$ cat src/rtl/mc_control_if.sv
// Control bus between the multicycle MIPS main controller and its datapath.
// The master side (controller) drives all strobes and selects; the slave side supplies opcode and memory ready.
interface mc_control_if;
    logic [5:0] op;
    logic       mem_ready;
    logic       pcwrite;
    logic       pcwritecond;
    logic       iord;
    logic       memread;
    logic       memwrite;
    logic       irwrite;
    logic       memtoreg;
    logic       regdst;
    logic       regwrite;
    logic       alusrca;
    logic [1:0] alusrcb;
    logic       aluop1;
    logic       aluop0;
    logic [1:0] pcsource;
    logic       illegal;
    logic [3:0] state;

    modport master (
        input  op, mem_ready,
        output pcwrite, pcwritecond, iord, memread, memwrite, irwrite, memtoreg,
               regdst, regwrite, alusrca, alusrcb, aluop1, aluop0, pcsource,
               illegal, state
    );

    modport slave (
        output op, mem_ready,
        input  pcwrite, pcwritecond, iord, memread, memwrite, irwrite, memtoreg,
               regdst, regwrite, alusrca, alusrcb, aluop1, aluop0, pcsource,
               illegal, state
    );
endinterface

$ cat src/rtl/mc_control.sv
// Multicycle MIPS main control FSM: Moore outputs per state, FETCH strobes gated by mem_ready.
// Memory states hold while mem_ready is low; undefined opcodes return to FETCH with a one-cycle illegal pulse.
module mc_control (
    input  logic         clk,
    input  logic         reset,
    mc_control_if.master bus
);
    typedef enum logic [3:0] {
        FETCH  = 4'd0,
        DECODE = 4'd1,
        MEMADR = 4'd2,
        MEMRD  = 4'd3,
        MEMWB  = 4'd4,
        MEMWR  = 4'd5,
        EXEC   = 4'd6,
        RCOMP  = 4'd7,
        BRANCH = 4'd8,
        JUMP   = 4'd9,
        ADDIEX = 4'd10,
        ADDIWB = 4'd11
    } state_t;

    localparam logic [5:0] OP_R    = 6'b000000;
    localparam logic [5:0] OP_LW   = 6'b100011;
    localparam logic [5:0] OP_SW   = 6'b101011;
    localparam logic [5:0] OP_BEQ  = 6'b000100;
    localparam logic [5:0] OP_J    = 6'b000010;
    localparam logic [5:0] OP_ADDI = 6'b001000;

    typedef struct packed {
        logic       pcwrite;
        logic       pcwritecond;
        logic       iord;
        logic       memread;
        logic       memwrite;
        logic       irwrite;
        logic       memtoreg;
        logic       regdst;
        logic       regwrite;
        logic       alusrca;
        logic [1:0] alusrcb;
        logic       aluop1;
        logic       aluop0;
        logic [1:0] pcsource;
    } ctl_t;

    state_t cur, nxt;
    logic   illegal_q, illegal_d;
    ctl_t   ctl, ctl_out;

    always_ff @(posedge clk or posedge reset) begin
        if (reset) begin
            cur       <= FETCH;
            illegal_q <= 1'b0;
        end else begin
            cur       <= nxt;
            illegal_q <= illegal_d;
        end
    end

    always_comb begin
        nxt       = cur;
        illegal_d = 1'b0;
        ctl       = '0;
        case (cur)
            FETCH: begin
                ctl.memread = 1'b1;
                ctl.alusrcb = 2'b01;
                ctl.irwrite = bus.mem_ready;
                ctl.pcwrite = bus.mem_ready;
                if (bus.mem_ready) nxt = DECODE;
            end
            DECODE: begin
                ctl.alusrcb = 2'b11;
                case (bus.op)
                    OP_R:         nxt = EXEC;
                    OP_LW, OP_SW: nxt = MEMADR;
                    OP_BEQ:       nxt = BRANCH;
                    OP_J:         nxt = JUMP;
                    OP_ADDI:      nxt = ADDIEX;
                    default: begin
                        nxt       = FETCH;
                        illegal_d = 1'b1;
                    end
                endcase
            end
            MEMADR: begin
                ctl.alusrca = 1'b1;
                ctl.alusrcb = 2'b10;
                // op can only differ from lw/sw here if IR was corrupted; recover via FETCH
                if (bus.op == OP_LW)      nxt = MEMRD;
                else if (bus.op == OP_SW) nxt = MEMWR;
                else                      nxt = FETCH;
            end
            MEMRD: begin
                ctl.memread = 1'b1;
                ctl.iord    = 1'b1;
                if (bus.mem_ready) nxt = MEMWB;
            end
            MEMWB: begin
                ctl.regwrite = 1'b1;
                ctl.memtoreg = 1'b1;
                nxt          = FETCH;
            end
            MEMWR: begin
                ctl.memwrite = 1'b1;
                ctl.iord     = 1'b1;
                if (bus.mem_ready) nxt = FETCH;
            end
            EXEC: begin
                ctl.alusrca = 1'b1;
                ctl.aluop1  = 1'b1;
                nxt         = RCOMP;
            end
            RCOMP: begin
                ctl.regwrite = 1'b1;
                ctl.regdst   = 1'b1;
                nxt          = FETCH;
            end
            BRANCH: begin
                ctl.alusrca     = 1'b1;
                ctl.aluop0      = 1'b1;
                ctl.pcwritecond = 1'b1;
                ctl.pcsource    = 2'b01;
                nxt             = FETCH;
            end
            JUMP: begin
                ctl.pcwrite  = 1'b1;
                ctl.pcsource = 2'b10;
                nxt          = FETCH;
            end
            ADDIEX: begin
                ctl.alusrca = 1'b1;
                ctl.alusrcb = 2'b10;
                nxt         = ADDIWB;
            end
            ADDIWB: begin
                ctl.regwrite = 1'b1;
                nxt          = FETCH;
            end
            default: nxt = FETCH;
        endcase
    end

    // Reset masks everything combinationally so no strobe leaks before the first edge.
    assign ctl_out = reset ? '0 : ctl;

    assign bus.pcwrite     = ctl_out.pcwrite;
    assign bus.pcwritecond = ctl_out.pcwritecond;
    assign bus.iord        = ctl_out.iord;
    assign bus.memread     = ctl_out.memread;
    assign bus.memwrite    = ctl_out.memwrite;
    assign bus.irwrite     = ctl_out.irwrite;
    assign bus.memtoreg    = ctl_out.memtoreg;
    assign bus.regdst      = ctl_out.regdst;
    assign bus.regwrite    = ctl_out.regwrite;
    assign bus.alusrca     = ctl_out.alusrca;
    assign bus.alusrcb     = ctl_out.alusrcb;
    assign bus.aluop1      = ctl_out.aluop1;
    assign bus.aluop0      = ctl_out.aluop0;
    assign bus.pcsource    = ctl_out.pcsource;
    assign bus.illegal     = illegal_q;
    assign bus.state       = cur;
endmodule

$ cat src/flat_wrapper.sv
// flat-port wrapper written by rule: the top's interface ports become plain ports
module mc_control_flat 
  (clk, reset, bus_op, bus_mem_ready, bus_pcwrite, bus_pcwritecond, bus_iord, bus_memread, bus_memwrite, bus_irwrite, bus_memtoreg, bus_regdst, bus_regwrite, bus_alusrca, bus_alusrcb, bus_aluop1, bus_aluop0, bus_pcsource, bus_illegal, bus_state);
  mc_control_if bus_i ();
  input  logic clk;
  input  logic reset;
  input wire logic [$bits(bus_i.op)-1:0] bus_op;
  input wire logic [$bits(bus_i.mem_ready)-1:0] bus_mem_ready;
  output wire logic [$bits(bus_i.pcwrite)-1:0] bus_pcwrite;
  output wire logic [$bits(bus_i.pcwritecond)-1:0] bus_pcwritecond;
  output wire logic [$bits(bus_i.iord)-1:0] bus_iord;
  output wire logic [$bits(bus_i.memread)-1:0] bus_memread;
  output wire logic [$bits(bus_i.memwrite)-1:0] bus_memwrite;
  output wire logic [$bits(bus_i.irwrite)-1:0] bus_irwrite;
  output wire logic [$bits(bus_i.memtoreg)-1:0] bus_memtoreg;
  output wire logic [$bits(bus_i.regdst)-1:0] bus_regdst;
  output wire logic [$bits(bus_i.regwrite)-1:0] bus_regwrite;
  output wire logic [$bits(bus_i.alusrca)-1:0] bus_alusrca;
  output wire logic [$bits(bus_i.alusrcb)-1:0] bus_alusrcb;
  output wire logic [$bits(bus_i.aluop1)-1:0] bus_aluop1;
  output wire logic [$bits(bus_i.aluop0)-1:0] bus_aluop0;
  output wire logic [$bits(bus_i.pcsource)-1:0] bus_pcsource;
  output wire logic [$bits(bus_i.illegal)-1:0] bus_illegal;
  output wire logic [$bits(bus_i.state)-1:0] bus_state;
  assign bus_i.op = bus_op;
  assign bus_i.mem_ready = bus_mem_ready;
  assign bus_pcwrite = bus_i.pcwrite;
  assign bus_pcwritecond = bus_i.pcwritecond;
  assign bus_iord = bus_i.iord;
  assign bus_memread = bus_i.memread;
  assign bus_memwrite = bus_i.memwrite;
  assign bus_irwrite = bus_i.irwrite;
  assign bus_memtoreg = bus_i.memtoreg;
  assign bus_regdst = bus_i.regdst;
  assign bus_regwrite = bus_i.regwrite;
  assign bus_alusrca = bus_i.alusrca;
  assign bus_alusrcb = bus_i.alusrcb;
  assign bus_aluop1 = bus_i.aluop1;
  assign bus_aluop0 = bus_i.aluop0;
  assign bus_pcsource = bus_i.pcsource;
  assign bus_illegal = bus_i.illegal;
  assign bus_state = bus_i.state;
  mc_control u_core (.clk(clk), .reset(reset), .bus(bus_i));
endmodule
$ cat config.mk
export PLATFORM = sky130hd
export DESIGN_NAME = mc_control_flat
export DESIGN_NICKNAME = d
export VERILOG_FILES = /design/src/rtl/mc_control_if.sv /design/src/rtl/mc_control.sv /design/src/flat_wrapper.sv
export SDC_FILE = /design/constraint.sdc
export NUM_CORES = 1
export LEC_CHECK = 0
export ABC_AREA = 1
export BUFFER_PORTS_ARGS = -buffer_cell sky130_fd_sc_hd__buf_2
export CORE_MARGIN = 1
export CORE_UTILIZATION = 43
export CTS_CLUSTER_DIAMETER = 200
export CTS_CLUSTER_SIZE = 8
export DETAILED_ROUTE_END_ITERATION = 10
export HOLD_SLACK_MARGIN = 0.02
export PLACE_DENSITY = 0.78
export SLEW_MARGIN = 5
export SYNTH_ARGS = -nofsm -noshare
export SYNTH_HDL_FRONTEND = slang
export SYNTH_SLANG_ARGS = --single-unit
$ cat constraint.sdc
create_clock -name clk -period 1.2 [get_ports clk]
set_input_delay 0.12 -clock clk [delete_from_list [all_inputs] [get_ports clk]]
set_output_delay 0.12 -clock clk [all_outputs]
set_load 0.05 [all_outputs]
==> impl_metrics.csv, run 1 <==
group,metric,value,unit
outcome,status,"did not finish",
outcome,haltStage,"clock tree synthesis (4_1_cts)",
outcome,error,"[ERROR DPL-0038] Utilization greater than 100%, impossible to legalize",
yosys,ys_types,20,
die,rows,12,
cts,cts_sinks,5,
yosys,synth_commonest_cells,"nand2_1 (26), nor2_1 (19), inv_1 (13)",
yosys,synth_top_area_share,22.0,%
cts,cts_resized,50,
yosys,yosys_warnings,0,
placed_design,dp_slack,-0.264,ns
yosys,synthesis.area,568,um2
yosys,ys_seq_area_share,22.0,%
yosys,yosysMostFrequentCell,"nand2_1",
placed_design,place_congestion,0.856,
cts,cts_setup_buffers,7,
cts,cts_max_path_buffers,2,
die,initial_core_util,48.5,%
die,die_y,38.3,um
yosys,syn_nets,110,
yosys,synth_area_leaders,"dfrtp_1 (22%), nand2_1 (17%), nor2_1 (13%)",
placed_design,dp_hpwl,1630,um
die,pin_count,30,
cts,root_buffer,"clkbuf_4",
yosys,synth_ff_type,"dfrtp_1",
yosys,synth_seq_cells,5,
die,die_width,38.3,um
yosys,synth_edf_count,0,
cts,hold_buffers,0,
placed_design,port_buffers,29,
yosys,synthCells,101,
yosys,synth_area_leader_cell,"dfrtp_1",
placed_design,dp_cells,150,
cts,cts_buffers,3,
yosys,async_reset_ff_share,100,%
cts,htree_levels,1,
yosys,synth.avg_cell_area,5.62,um2
## cells by family after synthesis
family                 count (synthesis)  synth area share [%]
buffers and inverters                 22                  15.9
AO/OA/AOI/OAI                         13                  13.0
flip-flops                             5                  22.0
AND/OR/NAND/NOR                       61                  49.1
## metrics by stage
step | cell area, um2 | utilization (%)
after floorplan | 742 | -
after global placement | 946 | 80.8
after detailed placement | 946 | 80.8
==> run 2, diff against run 1 <==
--- a/config.mk
+++ b/config.mk
@@ -7,13 +7,10 @@
 export LEC_CHECK = 0
 export ABC_AREA = 1
 export BUFFER_PORTS_ARGS = -buffer_cell sky130_fd_sc_hd__buf_2
-export CORE_MARGIN = 1
-export CORE_UTILIZATION = 43
-export CTS_CLUSTER_DIAMETER = 200
-export CTS_CLUSTER_SIZE = 8
+export CORE_AREA = 2 2 63 65
 export DETAILED_ROUTE_END_ITERATION = 10
-export HOLD_SLACK_MARGIN = 0.02
-export PLACE_DENSITY = 0.78
+export DIE_AREA = 0 0 65 67
+export PLACE_DENSITY_LB_ADDON = 0.15
 export SLEW_MARGIN = 5
 export SYNTH_ARGS = -nofsm -noshare
 export SYNTH_HDL_FRONTEND = slang
==> run 2 against run 1 <==
The flow now finishes, with violations (setup timing). Synthesized cell count is the same. Synthesized area is the same.
==> impl_metrics.csv, run 2 <==
group,metric,value,unit
power_and_ir_drop,total_power,1.99,mW
yosys,synthCells,101,
global_routing,top_usage_layer,"met2",
sta,finalSetupViolCount,21,
yosys,synth_top_area_share,22.0,%
final_layout,layout-drive-gt1-share,70.3,%
yosys,synthesis.area,568,um2
cts,cts_tree,"yes",
sta,fmax,640,MHz
detailed_routing,drt_first_pass_iters,2,
power_and_ir_drop,p_per_area,1490,nW/um2
die,coreArea,3610,um2
detailed_routing,viasPerCell,4.00,
run,cap_violations,0,
yosys,synth_edf_count,0,
yosys,yosys_warnings,0,
cts,clk_latency,0.22,ns
yosys,synth-simple-area-share,49.1,%
detailed_routing,vias,811,
critical_path,r2r_end,"u_core.bus.state[2]",
placed_design,place_area,1040,um2
critical_path,max_stage_delay,0.51,ns
critical_path,crit_arrival,1.44,ns
power_and_ir_drop,irDropWorstVdd,0.000530,V
die,die_width,65,um
yosys,synth_commonest_cells,"nand2_1 (26), nor2_1 (19), inv_1 (13)",
die,die_area,4360,um2
final_layout,synthToLayoutAreaGrowth,136,%
global_routing,antenna_found_initial,0,
die,initial_core_util,15.8,%
sta,period_minus_slack,1.56,ns
sta,slew_headroom,59.3,%
critical_path,critPathRequiredTime,1.08,ns
detailed_routing,routed_wl,2060,um
sta,rsz0062_at_grt,"yes",
sta,slew_viol_final,0,
final_layout,final_nets,165,
outcome,status,"complete, but fails checks",
global_routing,gr-usage-all-layers,10.2,%
yosys,syn_nets,110,
final_layout,n_antenna_cell,0,
critical_path,rr_startpoint,"u_core.bus.state[2]",
die,rows,22,
critical_path,cp-start-kind,"flop",
yosys,async_reset_ff_share,100,%
yosys,synth_area_leader_cell,"dfrtp_1",
yosys,synth_ff_type,"dfrtp_1",
critical_path,ff2ff_setup_slack,-0.27,ns
cts,cts_max_path_buffers,2,
yosys,synth_compound_area_share,13.0,%
global_routing,gr-usage-met1,12.2,%
sta,hold_viol_final,0,
critical_path,crit_fanout,5,
placed_design,place_congestion,0.761,
outcome,violations,"setup timing",
critical_path,worst_setup_path_end_kind,"output port",
global_routing,grt_start_max_net_pins,16,
global_routing,grtUsageMet2,18.3,%
yosys,synth.avg_cell_area,5.62,um2
final_layout,most-common-layout-cells,"buf_4 (19), buf_6 (18), nand2_1 (17)",
power_and_ir_drop,cellLeakagePower,0.640,nW
yosys,synth_xor_area_share,0,%
cts,root_buffer,"clkbuf_8",
detailed_routing,drcViolationCount,0,
sta,setup_slack,-0.363,ns
detailed_routing,wire_per_inst,10.2,um
cts,htree_levels,1,
die,die_y,67,um
critical_path,cp-startpoint,"u_core.bus.state[2]",
sta,tightest_slew,0.610,ns
die,pin_count,30,
sta,clock_skew,0.000289,ns
detailed_routing,drt_iter0_drc,9,
final_layout,largest_reg_flops,4,
detailed_routing,ant_nets,0,
global_routing,grt_pass1_vias,764,
placed_design,dp_hpwl,1670,um
cts,cts_buffers,3,
critical_path,crit_end,"bus_pcwrite",
critical_path,crit_chain,"nor2_4, nand2_4, inv_4, nand2_4, a21oi_4, buf_6",
yosys,synth_seq_cells,5,
yosys,synth_adder_area_share,0,%
yosys,synth_top_family_by_area,"simple AND/OR/NAND/NOR gates",
critical_path,r2r_cells,10,
critical_path,cp_slowest_cell,"dfrtp_4",
critical_path,path_class,"flop to output port",
yosys,ys_seq_area_share,22.0,%
yosys,ys_types,20,
global_routing,grt_pass1_wl,3420,um
final_layout,final_common_cell,"buf_4",
yosys,synth_area_leaders,"dfrtp_1 (22%), nand2_1 (17%), nor2_1 (13%)",
yosys,muxShareOfSynthArea,0,%
placed_design,port_buffers,29,
global_routing,met3_usage,1.01,%
cts,cts.clk_slew.worst_paths,0.03,ns
cts,cts_sinks,5,
cts,hold_buffers,0,
worst_hold_path,hp-class,"input pin to asynchronous set/reset pin",
global_routing,overflow,0,
sta,fin_crit_sh,130,%
critical_path,cpMostUsedCell,"nand2_4",
yosys,yosysMostFrequentCell,"nand2_1",
final_layout,design_area,1340,um2
run 2: metal layers:
| layer | up-vias | share of wire, % |
|---|---|---|
| li1 | 421 | - |
| met3 | 4 | 3.3 |
| met5 | - | 0 |
| met4 | 0 | 1.7 |
| met1 | 362 | 43 |
| met2 | 24 | 52 |
run 2: power breakdown:
group / internal, mW / switching (mW) / total, mW
Sequential: 0.222 / 0.0531 / 0.275
Clock: 0.228 / 0.0773 / 0.305
Combinational: 0.566 / 0.848 / 1.41
Total: 1.02 / 0.979 / 1.99
run 2: cell type report:
cell class / instances / area, um2
fill: 400 / 2270
sequential: 5 / 135
timing repair buffer: 53 / 455
inverter: 19 / 78.8
clock buffer: 4 / 45.0
multi-input combinational: 74 / 566
tap: 48 / 60.1
run 2: logic make-up after synthesis:
logic type,after synthesis
simple gates,61
buf+inv,22
compound gates,13
flops,5
run 2: timing repair:
action,in CTS,in global routing
pin swaps,6,10
buffers inserted,2,6
setup endpoints to repair,21,21
resized for setup,55,9
run 2: metrics by stage:
step	std cells	setup WS, ns	setup TNS, ns	utilization (%)	hold WS (ns)
final	203	-0.363	-5.72	37.2	0.0832
after global routing	203	-0.419	-6.97	37.2	0.122
after CTS	197	-0.379	-5.38	35.3	0.0921
after detailed placement	191	-0.284	-3.21	28.9	0.320
after global placement	191	-0.275	-3.06	28.9	0.325
after floorplan	101	-0.300	-4.01	-	0.292
run 2: worst min-delay path by stage:
| stage | depth (start not counted) | to |
|---|---|---|
| after CTS | 2 | u_core.bus.state[0] |
| final | 2 | u_core.bus.state[2] |
| after detailed placement | 2 | u_core.bus.state[0] |
| after global placement | 2 | u_core.bus.state[0] |
| after global routing | 2 | u_core.bus.state[0] |
| after floorplan | 1 | bus_memread |
run 2: worst max-delay path, delay by kind of cell, from the launching register on:
| kind | cells | cell delay (ns) |
|---|---|---|
| DFF | 1 | 0.51 |
| and+or+nand+nor | 3 | 0.33 |
| buffers and inverters | 2 | 0.24 |
| AOI/OAI and AO/OA | 1 | 0.14 |
No activity file was read; power rests on OpenSTA's default activity.
